==> config.mk <==
export PLATFORM = sky130hd
export DESIGN_NAME = dense_layer_ctrl_flat
export DESIGN_NICKNAME = d
export VERILOG_FILES = /design/src/rtl/dense_layer_ctrl_if.sv /design/src/rtl/dense_layer_ctrl.sv /design/src/flat_wrapper.sv
export SDC_FILE = /design/constraint.sdc
export NUM_CORES = 1
export LEC_CHECK = 0
export BUFFER_PORTS_ARGS = -buffer_cell sky130_fd_sc_hd__buf_2
export CAP_MARGIN = 20
export CORE_ASPECT_RATIO = 2
export CORE_MARGIN = 2
export CORE_UTILIZATION = 40
export CTS_CLUSTER_DIAMETER = 120
export CTS_CLUSTER_SIZE = 14
export DETAILED_ROUTE_END_ITERATION = 16
export PLACE_DENSITY_LB_ADDON = 0.3
export SLEW_MARGIN = 40
export SYNTH_ARGS = -nofsm -noshare
export SYNTH_HDL_FRONTEND = slang
export SYNTH_SLANG_ARGS = --single-unit
==> constraint.sdc <==
create_clock -name clk -period 2 [get_ports clk]
set_input_delay 0.6 -clock clk [delete_from_list [all_inputs] [get_ports clk]]
set_output_delay 0.6 -clock clk [all_outputs]
set_load 0.03 [all_outputs]
==> src/rtl/dense_layer_ctrl_if.sv <==
// Bundle of the sequencer's start/status, weight ROM, neuron and result-stream signals.
// out_valid/out_ready: a result transfers on a rising clk edge where both are high; data and idx hold while valid waits.
interface dense_layer_ctrl_if #(
    parameter int N           = 16,
    parameter int NUM_INPUTS  = 4,
    parameter int NUM_OUTPUTS = 3
) ();
    localparam int AW = (NUM_OUTPUTS > 1) ? $clog2(NUM_OUTPUTS) : 1;

    logic                        start;
    logic [NUM_INPUTS*N-1:0]     in_vec;
    logic                        busy;
    logic                        done;
    logic                        rom_rd_en;
    logic [AW-1:0]               rom_addr;
    logic [(NUM_INPUTS+1)*N-1:0] rom_rdata;
    logic                        nrn_start;
    logic [NUM_INPUTS*N-1:0]     nrn_in_vec;
    logic [NUM_INPUTS*N-1:0]     nrn_w_vec;
    logic [N-1:0]                nrn_bias;
    logic                        nrn_done;
    logic [N-1:0]                nrn_out;
    logic                        out_valid;
    logic                        out_ready;
    logic [AW-1:0]               out_idx;
    logic [N-1:0]                out_data;

    modport master (
        input  start, in_vec, rom_rdata, nrn_done, nrn_out, out_ready,
        output busy, done, rom_rd_en, rom_addr, nrn_start, nrn_in_vec,
               nrn_w_vec, nrn_bias, out_valid, out_idx, out_data
    );

    modport slave (
        output start, in_vec, rom_rdata, nrn_done, nrn_out, out_ready,
        input  busy, done, rom_rd_en, rom_addr, nrn_start, nrn_in_vec,
               nrn_w_vec, nrn_bias, out_valid, out_idx, out_data
    );
endinterface

==> src/rtl/dense_layer_ctrl.sv <==
// Runs one fully-connected layer on a single shared neuron: fetch row, fire, collect,
// optional ReLU, stream out. One neuron in flight at a time, no prefetch.
module dense_layer_ctrl #(
    parameter int N           = 16,
    parameter int Q           = 8,
    parameter int NUM_INPUTS  = 4,
    parameter int NUM_OUTPUTS = 3,
    parameter int RELU        = 1
) (
    input  logic                  clk,
    input  logic                  reset_n,
    dense_layer_ctrl_if.master    bus,
    output logic [2:0]            o_dbg_state
);
    localparam int              AW       = (NUM_OUTPUTS > 1) ? $clog2(NUM_OUTPUTS) : 1;
    localparam int              VW       = NUM_INPUTS * N;
    localparam logic [AW-1:0]   LAST_ROW = AW'(NUM_OUTPUTS - 1);

    // Q only describes the number format; reject formats with no integer bit.
    if (Q < 0 || Q >= N) begin : g_q_range
        $error("dense_layer_ctrl: Q must lie in [0, N-1]");
    end

    typedef enum logic [2:0] {
        S_IDLE   = 3'd0,
        S_FETCH  = 3'd1,
        S_LATCH  = 3'd2,
        S_FIRE   = 3'd3,
        S_WAIT   = 3'd4,
        S_EMIT   = 3'd5,
        S_FINISH = 3'd6
    } state_t;

    state_t          r_state;
    state_t          w_next;
    logic [AW-1:0]   r_row;
    logic [VW-1:0]   r_in_vec;
    logic [VW-1:0]   r_w_vec;
    logic [N-1:0]    r_bias;
    logic [AW-1:0]   r_out_idx;
    logic [N-1:0]    r_out_data;
    logic            w_handshake;
    logic            w_last_row;
    logic [N-1:0]    w_relu_out;

    assign w_handshake = (r_state == S_EMIT) && bus.out_ready;
    assign w_last_row  = (r_row == LAST_ROW);
    assign w_relu_out  = ((RELU != 0) && bus.nrn_out[N-1]) ? '0 : bus.nrn_out;

    always_ff @(posedge clk or negedge reset_n) begin
        if (!reset_n) begin
            r_state <= S_IDLE;
        end else begin
            r_state <= w_next;
        end
    end

    always_comb begin
        w_next = r_state;
        case (r_state)
            S_IDLE:   if (bus.start) w_next = S_FETCH;
            S_FETCH:  w_next = S_LATCH;
            S_LATCH:  w_next = S_FIRE;
            S_FIRE:   w_next = S_WAIT;
            S_WAIT:   if (bus.nrn_done) w_next = S_EMIT;
            S_EMIT:   if (w_handshake) w_next = w_last_row ? S_FINISH : S_FETCH;
            S_FINISH: w_next = S_IDLE;
            default:  w_next = S_IDLE;
        endcase
    end

    // Operands only move in IDLE and LATCH, so they are frozen across FIRE and WAIT.
    always_ff @(posedge clk or negedge reset_n) begin
        if (!reset_n) begin
            r_row      <= '0;
            r_in_vec   <= '0;
            r_w_vec    <= '0;
            r_bias     <= '0;
            r_out_idx  <= '0;
            r_out_data <= '0;
        end else begin
            if (r_state == S_IDLE && bus.start) begin
                r_in_vec <= bus.in_vec;
                r_row    <= '0;
            end
            if (r_state == S_LATCH) begin
                r_w_vec <= bus.rom_rdata[VW-1:0];
                r_bias  <= bus.rom_rdata[VW +: N];
            end
            if (r_state == S_WAIT && bus.nrn_done) begin
                r_out_data <= w_relu_out;
                r_out_idx  <= r_row;
            end
            if (w_handshake && !w_last_row) begin
                r_row <= r_row + AW'(1);
            end
        end
    end

    assign bus.busy       = (r_state != S_IDLE) && (r_state != S_FINISH);
    assign bus.done       = (r_state == S_FINISH);
    assign bus.rom_rd_en  = (r_state == S_FETCH);
    assign bus.rom_addr   = r_row;
    assign bus.nrn_start  = (r_state == S_FIRE);
    assign bus.nrn_in_vec = r_in_vec;
    assign bus.nrn_w_vec  = r_w_vec;
    assign bus.nrn_bias   = r_bias;
    assign bus.out_valid  = (r_state == S_EMIT);
    assign bus.out_idx    = r_out_idx;
    assign bus.out_data   = r_out_data;
    assign o_dbg_state    = r_state;
endmodule

==> src/flat_wrapper.sv <==
// flat-port wrapper written by rule: the top's interface ports become plain ports
module dense_layer_ctrl_flat 
#(
    parameter int N           = 16,
    parameter int Q           = 8,
    parameter int NUM_INPUTS  = 4,
    parameter int NUM_OUTPUTS = 3,
    parameter int RELU        = 1
)
  (clk, reset_n, o_dbg_state, bus_start, bus_in_vec, bus_rom_rdata, bus_nrn_done, bus_nrn_out, bus_out_ready, bus_busy, bus_done, bus_rom_rd_en, bus_rom_addr, bus_nrn_start, bus_nrn_in_vec, bus_nrn_w_vec, bus_nrn_bias, bus_out_valid, bus_out_idx, bus_out_data);
  dense_layer_ctrl_if #(.N(N), .NUM_INPUTS(NUM_INPUTS), .NUM_OUTPUTS(NUM_OUTPUTS)) bus_i ();
  input  logic clk;
  input  logic reset_n;
  output logic [2:0] o_dbg_state;
  input wire logic [$bits(bus_i.start)-1:0] bus_start;
  input wire logic [$bits(bus_i.in_vec)-1:0] bus_in_vec;
  input wire logic [$bits(bus_i.rom_rdata)-1:0] bus_rom_rdata;
  input wire logic [$bits(bus_i.nrn_done)-1:0] bus_nrn_done;
  input wire logic [$bits(bus_i.nrn_out)-1:0] bus_nrn_out;
  input wire logic [$bits(bus_i.out_ready)-1:0] bus_out_ready;
  output wire logic [$bits(bus_i.busy)-1:0] bus_busy;
  output wire logic [$bits(bus_i.done)-1:0] bus_done;
  output wire logic [$bits(bus_i.rom_rd_en)-1:0] bus_rom_rd_en;
  output wire logic [$bits(bus_i.rom_addr)-1:0] bus_rom_addr;
  output wire logic [$bits(bus_i.nrn_start)-1:0] bus_nrn_start;
  output wire logic [$bits(bus_i.nrn_in_vec)-1:0] bus_nrn_in_vec;
  output wire logic [$bits(bus_i.nrn_w_vec)-1:0] bus_nrn_w_vec;
  output wire logic [$bits(bus_i.nrn_bias)-1:0] bus_nrn_bias;
  output wire logic [$bits(bus_i.out_valid)-1:0] bus_out_valid;
  output wire logic [$bits(bus_i.out_idx)-1:0] bus_out_idx;
  output wire logic [$bits(bus_i.out_data)-1:0] bus_out_data;
  assign bus_i.start = bus_start;
  assign bus_i.in_vec = bus_in_vec;
  assign bus_i.rom_rdata = bus_rom_rdata;
  assign bus_i.nrn_done = bus_nrn_done;
  assign bus_i.nrn_out = bus_nrn_out;
  assign bus_i.out_ready = bus_out_ready;
  assign bus_busy = bus_i.busy;
  assign bus_done = bus_i.done;
  assign bus_rom_rd_en = bus_i.rom_rd_en;
  assign bus_rom_addr = bus_i.rom_addr;
  assign bus_nrn_start = bus_i.nrn_start;
  assign bus_nrn_in_vec = bus_i.nrn_in_vec;
  assign bus_nrn_w_vec = bus_i.nrn_w_vec;
  assign bus_nrn_bias = bus_i.nrn_bias;
  assign bus_out_valid = bus_i.out_valid;
  assign bus_out_idx = bus_i.out_idx;
  assign bus_out_data = bus_i.out_data;
  dense_layer_ctrl #(.N(N), .Q(Q), .NUM_INPUTS(NUM_INPUTS), .NUM_OUTPUTS(NUM_OUTPUTS), .RELU(RELU)) u_core (.clk(clk), .reset_n(reset_n), .bus(bus_i), .o_dbg_state(o_dbg_state));
endmodule
Yosys cells after proc, flatten, opt, wreduce, memory -nomap -nowiden
Index checks and enable logic that the tools add are counted.

cells by class
  $add $sub $neg = 1
  equal/unequal tests = 11
  muxes and demuxes = 8
  reductions and logical operators = 10

operator list
  operator                                                                 number
  3-bit case mux with 6 select lines                                       1
  15-bit two-way mux                                                       1
  3-bit two-way mux                                                        4
  3-bit == test, second input constant                                     3
  3-bit by 2-bit == test with 1-bit output, second input constant          2
  1-bit logical AND                                                        5
  2-bit two-way mux                                                        2
  2-bit inequality test, second input constant                             2
  3-bit by 1-bit == test with 1-bit output, second input constant          1
  3-bit zero test                                                          1
  3-bit inequality test, second input constant                             1
  3-bit AND reduction                                                      1
  3-bit nonzero test                                                       1
  2-bit by 1-bit adder with 2-bit output, second input constant            1
  2-bit == test, second input constant                                     1
  2-bit by 1-bit inequality test with 1-bit output, second input constant  1
  2-bit nonzero test                                                       1
  1-bit zero test                                                          1

storage, ports and cells
  register bits = 167
  output and inout port bits = 172
  word-level logic and storage cells = 37

Longest topological paths before layout
Gate-level depths: netlist (run 1).

  depth in word-level cells = 4
  depth in mapped cells = 6
  gate-level depth less buffers = 4

Worst setup path before layout (run 1)
No wires, ideal clock.

  path kind = register to output
  from = register u_core.r_state[0] (netlist: u_core.o_dbg_state[0])
  to = output bus_rom_rd_en
  arrival time = 1,490 ps
  data required time = 1,400 ps
  path slack = -90 ps
  cell stages (with the launch flop) = 4
  buffers on the path = 1
  cell sequence = dfrtp_1 buf_2 nor2b_1 nor2b_1

on the way
  word-level cells in the longest chain between the ends = 1

RTL lines
  what                                      RTL line                 RTL
  start: declaration                        dense_layer_ctrl.sv:34   state_t r_state;
  start signal: assignment                  dense_layer_ctrl.sv:54   r_state <= w_next;
  3-bit by 1-bit == test with 1-bit output  dense_layer_ctrl.sv:102  assign bus.rom_rd_en = (r_state == S_FETCH);
  end: declaration                          flat_wrapper.sv:23       output wire logic [$bits(bus_i.rom_rd_en)-1:0] bus_rom_rd_en;

Every way passes these cells.

Final worst setup path (run 1)
  from = register u_core.r_state[1] (netlist: u_core.o_dbg_state[1])
  to = output bus_busy

on the way
  word-level cells in the longest chain between the ends = 2
  elaborated cells on any way between the ends = 3

RTL lines
  what                                                                RTL line                 RTL
  3-bit inequality test / 3-bit nonzero test (equally long branches)  dense_layer_ctrl.sv:100  assign bus.busy = (r_state != S_IDLE) && (r_state != S_FINISH);
  1-bit logical AND *                                                 dense_layer_ctrl.sv:100
  end: declaration                                                    flat_wrapper.sv:21       output wire logic [$bits(bus_i.busy)-1:0] bus_busy;

Every way passes the cells marked *; elsewhere a longest branch is shown, timed or not.

==> reports/results.tsv, run 1 <==
stage	metric	value	unit
placement	preCtsSetupSlack	0.126	ns
power_and_ir_drop	p_per_area	2030	nW/um^2
power_and_ir_drop	ir_drop	1.01	mV
layout	final_cell_mix	330 x buf_2, 163 x dfrtp_1, 100 x mux2_2	
yosys	ys.flop_type	dfrtp_1	
detailed_routing	ant_nets	0	
global_routing	grt_usage	19.2	%
clocking	cts_sinks	166	
yosys	synth.cell_area	6470	sq um
clocking	cts_hold_buf	0	
detailed_routing	drtIter0Drc	111	
run	max_cap_violations	0	
layout	regArea	4160	sq um
detailed_routing	routed_wl	17.1	mm
yosys	ys_seq_elements	166	
yosys	syn_nets	576	
global_routing	grt_overflow	0	
layout	final_nets	938	
detailed_routing	first_pass_iters	4	
timing	slew_viol_final	0	
floorplan	core-area	15800	sq um
floorplan	rows	65	
global_routing	antenna_found_initial	1	
setup_path	crit_path_start_kind	flop	
timing	hold_violations	0	
floorplan	io_pins	337	
detailed_routing	vias	4631	
status	violations	setup timing	
detailed_routing	vias_per_cell	4.70	
placement	io_buffers	335	
clocking	clk_latency	0.42	ns
yosys	synth_edf_count	0	
floorplan	fp.dieW	93.9	um
placement	routabilityCongestion	0.817	
yosys	yosysWarnings	0	
yosys	async_reset_ff_share	100	%
floorplan	start_util	41.0	%
timing	finalWorstSetupSlack	-0.0753	ns
clocking	path_clk_slew	0.06	ns
yosys	synth_cell_type_count	31	
layout	nFillCells	1290	
setup_path	cp.arrival	1.48	ns
layout	drive_gt1_share	67.5	%
clocking	htreeDepth	4	
timing	rsz0062_at_grt	true	
layout	final_cells	986	
clocking	cts_tree	done	
placement	dp_hpwl	12.8	mm
power_and_ir_drop	p_leak	4.69	nW
detailed_routing	drcViolationCount	0	
global_routing	grt_start_max_net_pins	65	
setup_path	crit_type	flop to output pin	
placement	place_inst	939	
timing	fin_skew	0.00875	ns
detailed_routing	wire_per_inst	17.3	um
clocking	cts_root_buffer	clkbuf_16	
layout	area_delta_synth_final	44.6	%
layout	multi_input_comb_area	2200	sq um
layout	final_common_cell	buf_2	
floorplan	die_h	184	um
setup_path	endpoint_kind	output pin	
global_routing	grt_pass1_vias	5054	
setup_path	worst-endpoint-required	1.40	ns
yosys	ys_seq_area_share	64.2	%
global_routing	grt_pass1_wl	25.1	mm
status	status	complete, but fails checks	
timing	finalCritPeriodShare	104	%
yosys	syn_area_per_cell	15.8	sq um
timing	post-route-min-period	2.08	ns
floorplan	die-area	17300	sq um
clocking	cts_buffers	17	
worst_hold_path	hp-class	input pin to asynchronous set/reset pin	
timing	fmax	482	MHz
timing	setup_viol	8	
setup_path	cp_max_fo	4	
yosys	syn_inst	410	
clocking	clockBufferDepth	2	
[metal layers]
metal	part of all wire (%)	GRT usage, %
met1	33	18.7
met2	57	35.3
met3	6.3	5.37
met4	3.8	10.7
met5	0	0
[flip-flops by register name, summed over array words and instances (netlist names)]
| signal | cells |
|---|---|
| u_core.bus.nrn_w_vec | 64 |
| u_core.bus.out_data | 15 |
| u_core.bus.rom_addr | 2 |
| u_core.o_dbg_state | 3 |
| u_core.bus.out_idx | 2 |
| u_core.bus.nrn_in_vec | 64 |
| u_core.bus.nrn_bias | 16 |
[synth_stat cells (2+ instances only)]
cell | instances | area (sq um)
buf_6 | 2 | 22.5
o21ai_0 | 17 | 85.1
nand2b_1 | 16 | 100
buf_4 | 5 | 37.5
buf_2 | 4 | 20.0
nor2b_1 | 3 | 18.8
dfrtp_1 | 166 | 4150
mux2i_1 | 2 | 20.0
nor2_1 | 2 | 7.51
inv_1 | 2 | 7.51
and2_1 | 2 | 12.5
mux2_1 | 22 | 248
mux2_2 | 124 | 1400
clkbuf_1 | 4 | 15.0
nand2_1 | 16 | 60.1
buf_8 | 8 | 120
[worst paths after layout]
path	end	depth (start not counted)	startpoint	slack (ns)
hold reg to reg	u_core.bus.out_data[7]	2	u_core.bus.out_data[7]	0.47
max in group asynchronous	u_core.bus.nrn_w_vec[21]	2	reset_n	1.28
min in group clk	u_core.bus.nrn_w_vec[42]	2	bus_rom_rdata[42]	0.40
hold / removal	u_core.bus.nrn_w_vec[51]	1	reset_n	0.12
setup / recovery	bus_busy	4	u_core.o_dbg_state[1]	-0.08
setup reg to reg	u_core.bus.nrn_in_vec[42]	7	u_core.o_dbg_state[1]	-0.01
[where the power goes]
group / leakage (nW) / internal (W) / switching [W] / total (W)
sequential: 1.98 / 0.00508 / 0.000884 / 0.00597
combinational: 2.40 / 0.00370 / 0.00580 / 0.00950
clock: 0.306 / 0.00225 / 0.00130 / 0.00355
[critical path, stage by stage, from the launching register on]
cell     delay [ns]
dfrtp_2        0.40
buf_6          0.12
nor2b_4        0.03
or3_1          0.35
buf_6          0.15
[logic make-up (layout without fill, tap and decap cells)]
| kind of cell | after synthesis | count (layout) | share of synthesized area (%) |
|---|---|---|---|
| compound gates | 19 | 19 | 1.57 |
| xor+xnor | 1 | 1 | 0.135 |
| fa+ha+maj | 1 | 1 | 0.193 |
| buf+inv | 25 | 399 | 3.44 |
| flops | 166 | 166 | 64.2 |
| mux | 148 | 148 | 25.7 |
| other cells | 1 | 2 | 0.0580 |
| simple gates | 49 | 49 | 4.62 |
[per-stage QoR]
stage	setup TNS (ns)	power [W]	hold WS, ns	util, %	cell area, sq um
finish	-0.268	0.0190	0.117	59.2	9350
global route	-2.14	0.0200	0.119	59.2	9350
CTS	-0.323	0.0188	0.113	57.9	9130
detailed placement	0	0.0150	0.465	53.1	8380
global placement	0	0.0147	0.456	53.1	8380
floorplan	0	0.0122	0.304	-	6470
[layout make-up]
cell class	count	area share, %
antenna	1	0.0268
inverter	2	0.0803
clock buffer	20	4.78
timing repair buffer	366	22.3
tap	201	2.69
clock inverter	11	2.14
sequential	166	44.5
multi-input combinational	219	23.5
[repair_timing]
item                                    4_1_cts  5_1_grt
buffers inserted                              8        3
endpoints found under the setup margin        5       37
pin swaps                                     2        1
gates resized for setup                      15       36
cloned                                        0        4
Note: power is estimated with default switching activity, not from simulation.
==> run 2: changes to the inputs <==
- BUFFER_PORTS_ARGS: -buffer_cell sky130_fd_sc_hd__buf_2 -> default
- CORE_ASPECT_RATIO: 2 -> default
- DONT_BUFFER_PORTS: default -> 1
- clock period: 2 -> 1.99 ns (I/O delays scaled with it)
==> reports/results.tsv, run 2 (same netlist as run 1, synthesis figures left out) <==
stage	metric	value	unit
timing	setup_viol	2	
setup_path	worstPathCellList	nor2b_4 > or3_4	
setup_path	r2r_slack	0.07	ns
setup_path	crit_family	simple AND/OR/NAND/NOR gates	
detailed_routing	first_pass_iters	4	
clocking	cts_root_buffer	clkbuf_16	
run	max_cap_violations	0	
layout	final_common_cell	dfrtp_1	
worst_hold_path	hp-class	input pin to asynchronous set/reset pin	
detailed_routing	drcViolationCount	0	
timing	setup_tns	-0.0722	ns
floorplan	rows	46	
placement	dp_hpwl	9.71	mm
clocking	cts_sinks	166	
timing	finalWorstSetupSlack	-0.0481	ns
setup_path	r2r-end	u_core.bus.nrn_in_vec[37]	
clocking	path_clk_slew	0.06	ns
placement	io_buffers	0	
power_and_ir_drop	p_leak	3.11	nW
global_routing	antenna_found_initial	0	
setup_path	cp.arrival	1.44	ns
power_and_ir_drop	ir_drop	0.841	mV
layout	final_cell_mix	163 x dfrtp_1, 124 x mux2_2, 22 x mux2_1	
status	violations	hold timing, setup timing	
floorplan	fp.dieW	131	um
placement	place_inst	615	
detailed_routing	routed_wl	13.5	mm
setup_path	path_buf_inv	0	
detailed_routing	ant_nets	0	
global_routing	grt_start_max_net_pins	167	
detailed_routing	vias	3312	
layout	final_nets	591	
setup_path	r2r_cells	5	
power_and_ir_drop	p_per_area	2220	nW/um^2
setup_path	slowest_delay	0.45	ns
setup_path	cp_max_fo	4	
global_routing	grt_pass1_wl	21.0	mm
timing	post-route-min-period	2.04	ns
floorplan	core-area	15800	sq um
floorplan	start_util	40.9	%
layout	final_cells	654	
timing	slew_viol_final	0	
setup_path	crit_type	flop to output pin	
setup_path	r2r-start	u_core.o_dbg_state[1]	
global_routing	grt_usage	15.8	%
setup_path	crit_path_start_kind	flop	
clocking	cts_buffers	17	
floorplan	die-area	17200	sq um
setup_path	critPathSlowestCell	or3_4	
timing	fmax	491	MHz
setup_path	worst-endpoint-required	1.39	ns
status	status	complete, but fails checks	
timing	hold_slack	-0.128	ns
layout	antennaDiodeCount	0	
detailed_routing	wire_per_inst	20.6	um
setup_path	cp.depth	2	
clocking	htreeDepth	4	
timing	hold_violations	166	
timing	finalCritPeriodShare	102	%
global_routing	grt_overflow	0	
layout	area_delta_synth_final	13.2	%
clocking	cts_tree	done	
placement	routabilityCongestion	0.755	
setup_path	endpoint_kind	output pin	
floorplan	die_h	131	um
layout	drive_gt1_share	42.5	%
detailed_routing	drtIter0Drc	72	
global_routing	grt_pass1_vias	3738	
floorplan	io_pins	337	
timing	rsz0062_at_grt	true	
clocking	clk_latency	0.42	ns
timing	fin_skew	0.00607	ns
detailed_routing	vias_per_cell	5.06	
clocking	clockBufferDepth	2	
[run 2: changes by cell type in the layout (fill, tap and decap cells not counted), sizes merged]
cell,change
diode,-1
buf,-345
clkbuf,-3
clkinvlp,+2
inv,+4
bufinv,-4
[run 2: through the flow]
| step | area, sq um | utilization (%) | total power, W | setup WS, ns |
|---|---|---|---|---|
| floorplan | 6470 | - | 0.0123 | 0.0421 |
| global placement | 6680 | 42.2 | 0.0129 | 0.230 |
| detailed placement | 6680 | 42.2 | 0.0132 | 0.175 |
| CTS | 7310 | 46.2 | 0.0165 | -0.0811 |
| global route | 7320 | 46.2 | 0.0171 | -0.0906 |
| finish | 7320 | 46.2 | 0.0162 | -0.0481 |
[run 2: per-layer routing]
layer	vias to the layer above	routed length [um]	GRT usage [%]
li1	1454	-	-
met4	0	367	6.88
met3	31	1730	9.22
met2	223	6790	26.9
met1	1604	4590	15.6
met5	-	0	0
[run 2: how the worst max path moves through the flow]
stage | slack, ns | start | end
4_1_cts | -0.08 | u_core.o_dbg_state[1] | bus_busy
5_1_grt | -0.09 | u_core.o_dbg_state[2] | bus_busy
3_5_place_dp | 0.18 | u_core.o_dbg_state[1] | u_core.bus.nrn_w_vec[1]
2_1_floorplan | 0.04 | u_core.o_dbg_state[0] | bus_rom_rd_en
3_3_place_gp | 0.23 | u_core.o_dbg_state[1] | bus_busy
6_report | -0.05 | u_core.o_dbg_state[1] | bus_busy
[run 2: repair_timing]
item                                   4_1_cts  5_1_grt
gates resized for setup                     10        2
setup buffers                                7        0
endpoints found under the hold margin      166      166
setup endpoints to repair                    5        5
pin swaps                                    1        0
[run 2: power breakdown]
group	switching, W	internal (W)
Sequential	0.00468	0.00506
Combinational	0.00135	0.00209
Clock	0.00133	0.00173
[run 2: layout make-up]
type	count	area (sq um)
Timing Repair Buffer	19	209
Tap cell	216	270
Sequential cell	166	4160
Inverter	2	7.51
Fill cell	1393	8510
Clock buffer	19	433
Clock inverter	13	123
Multi-Input combinational cell	219	2120
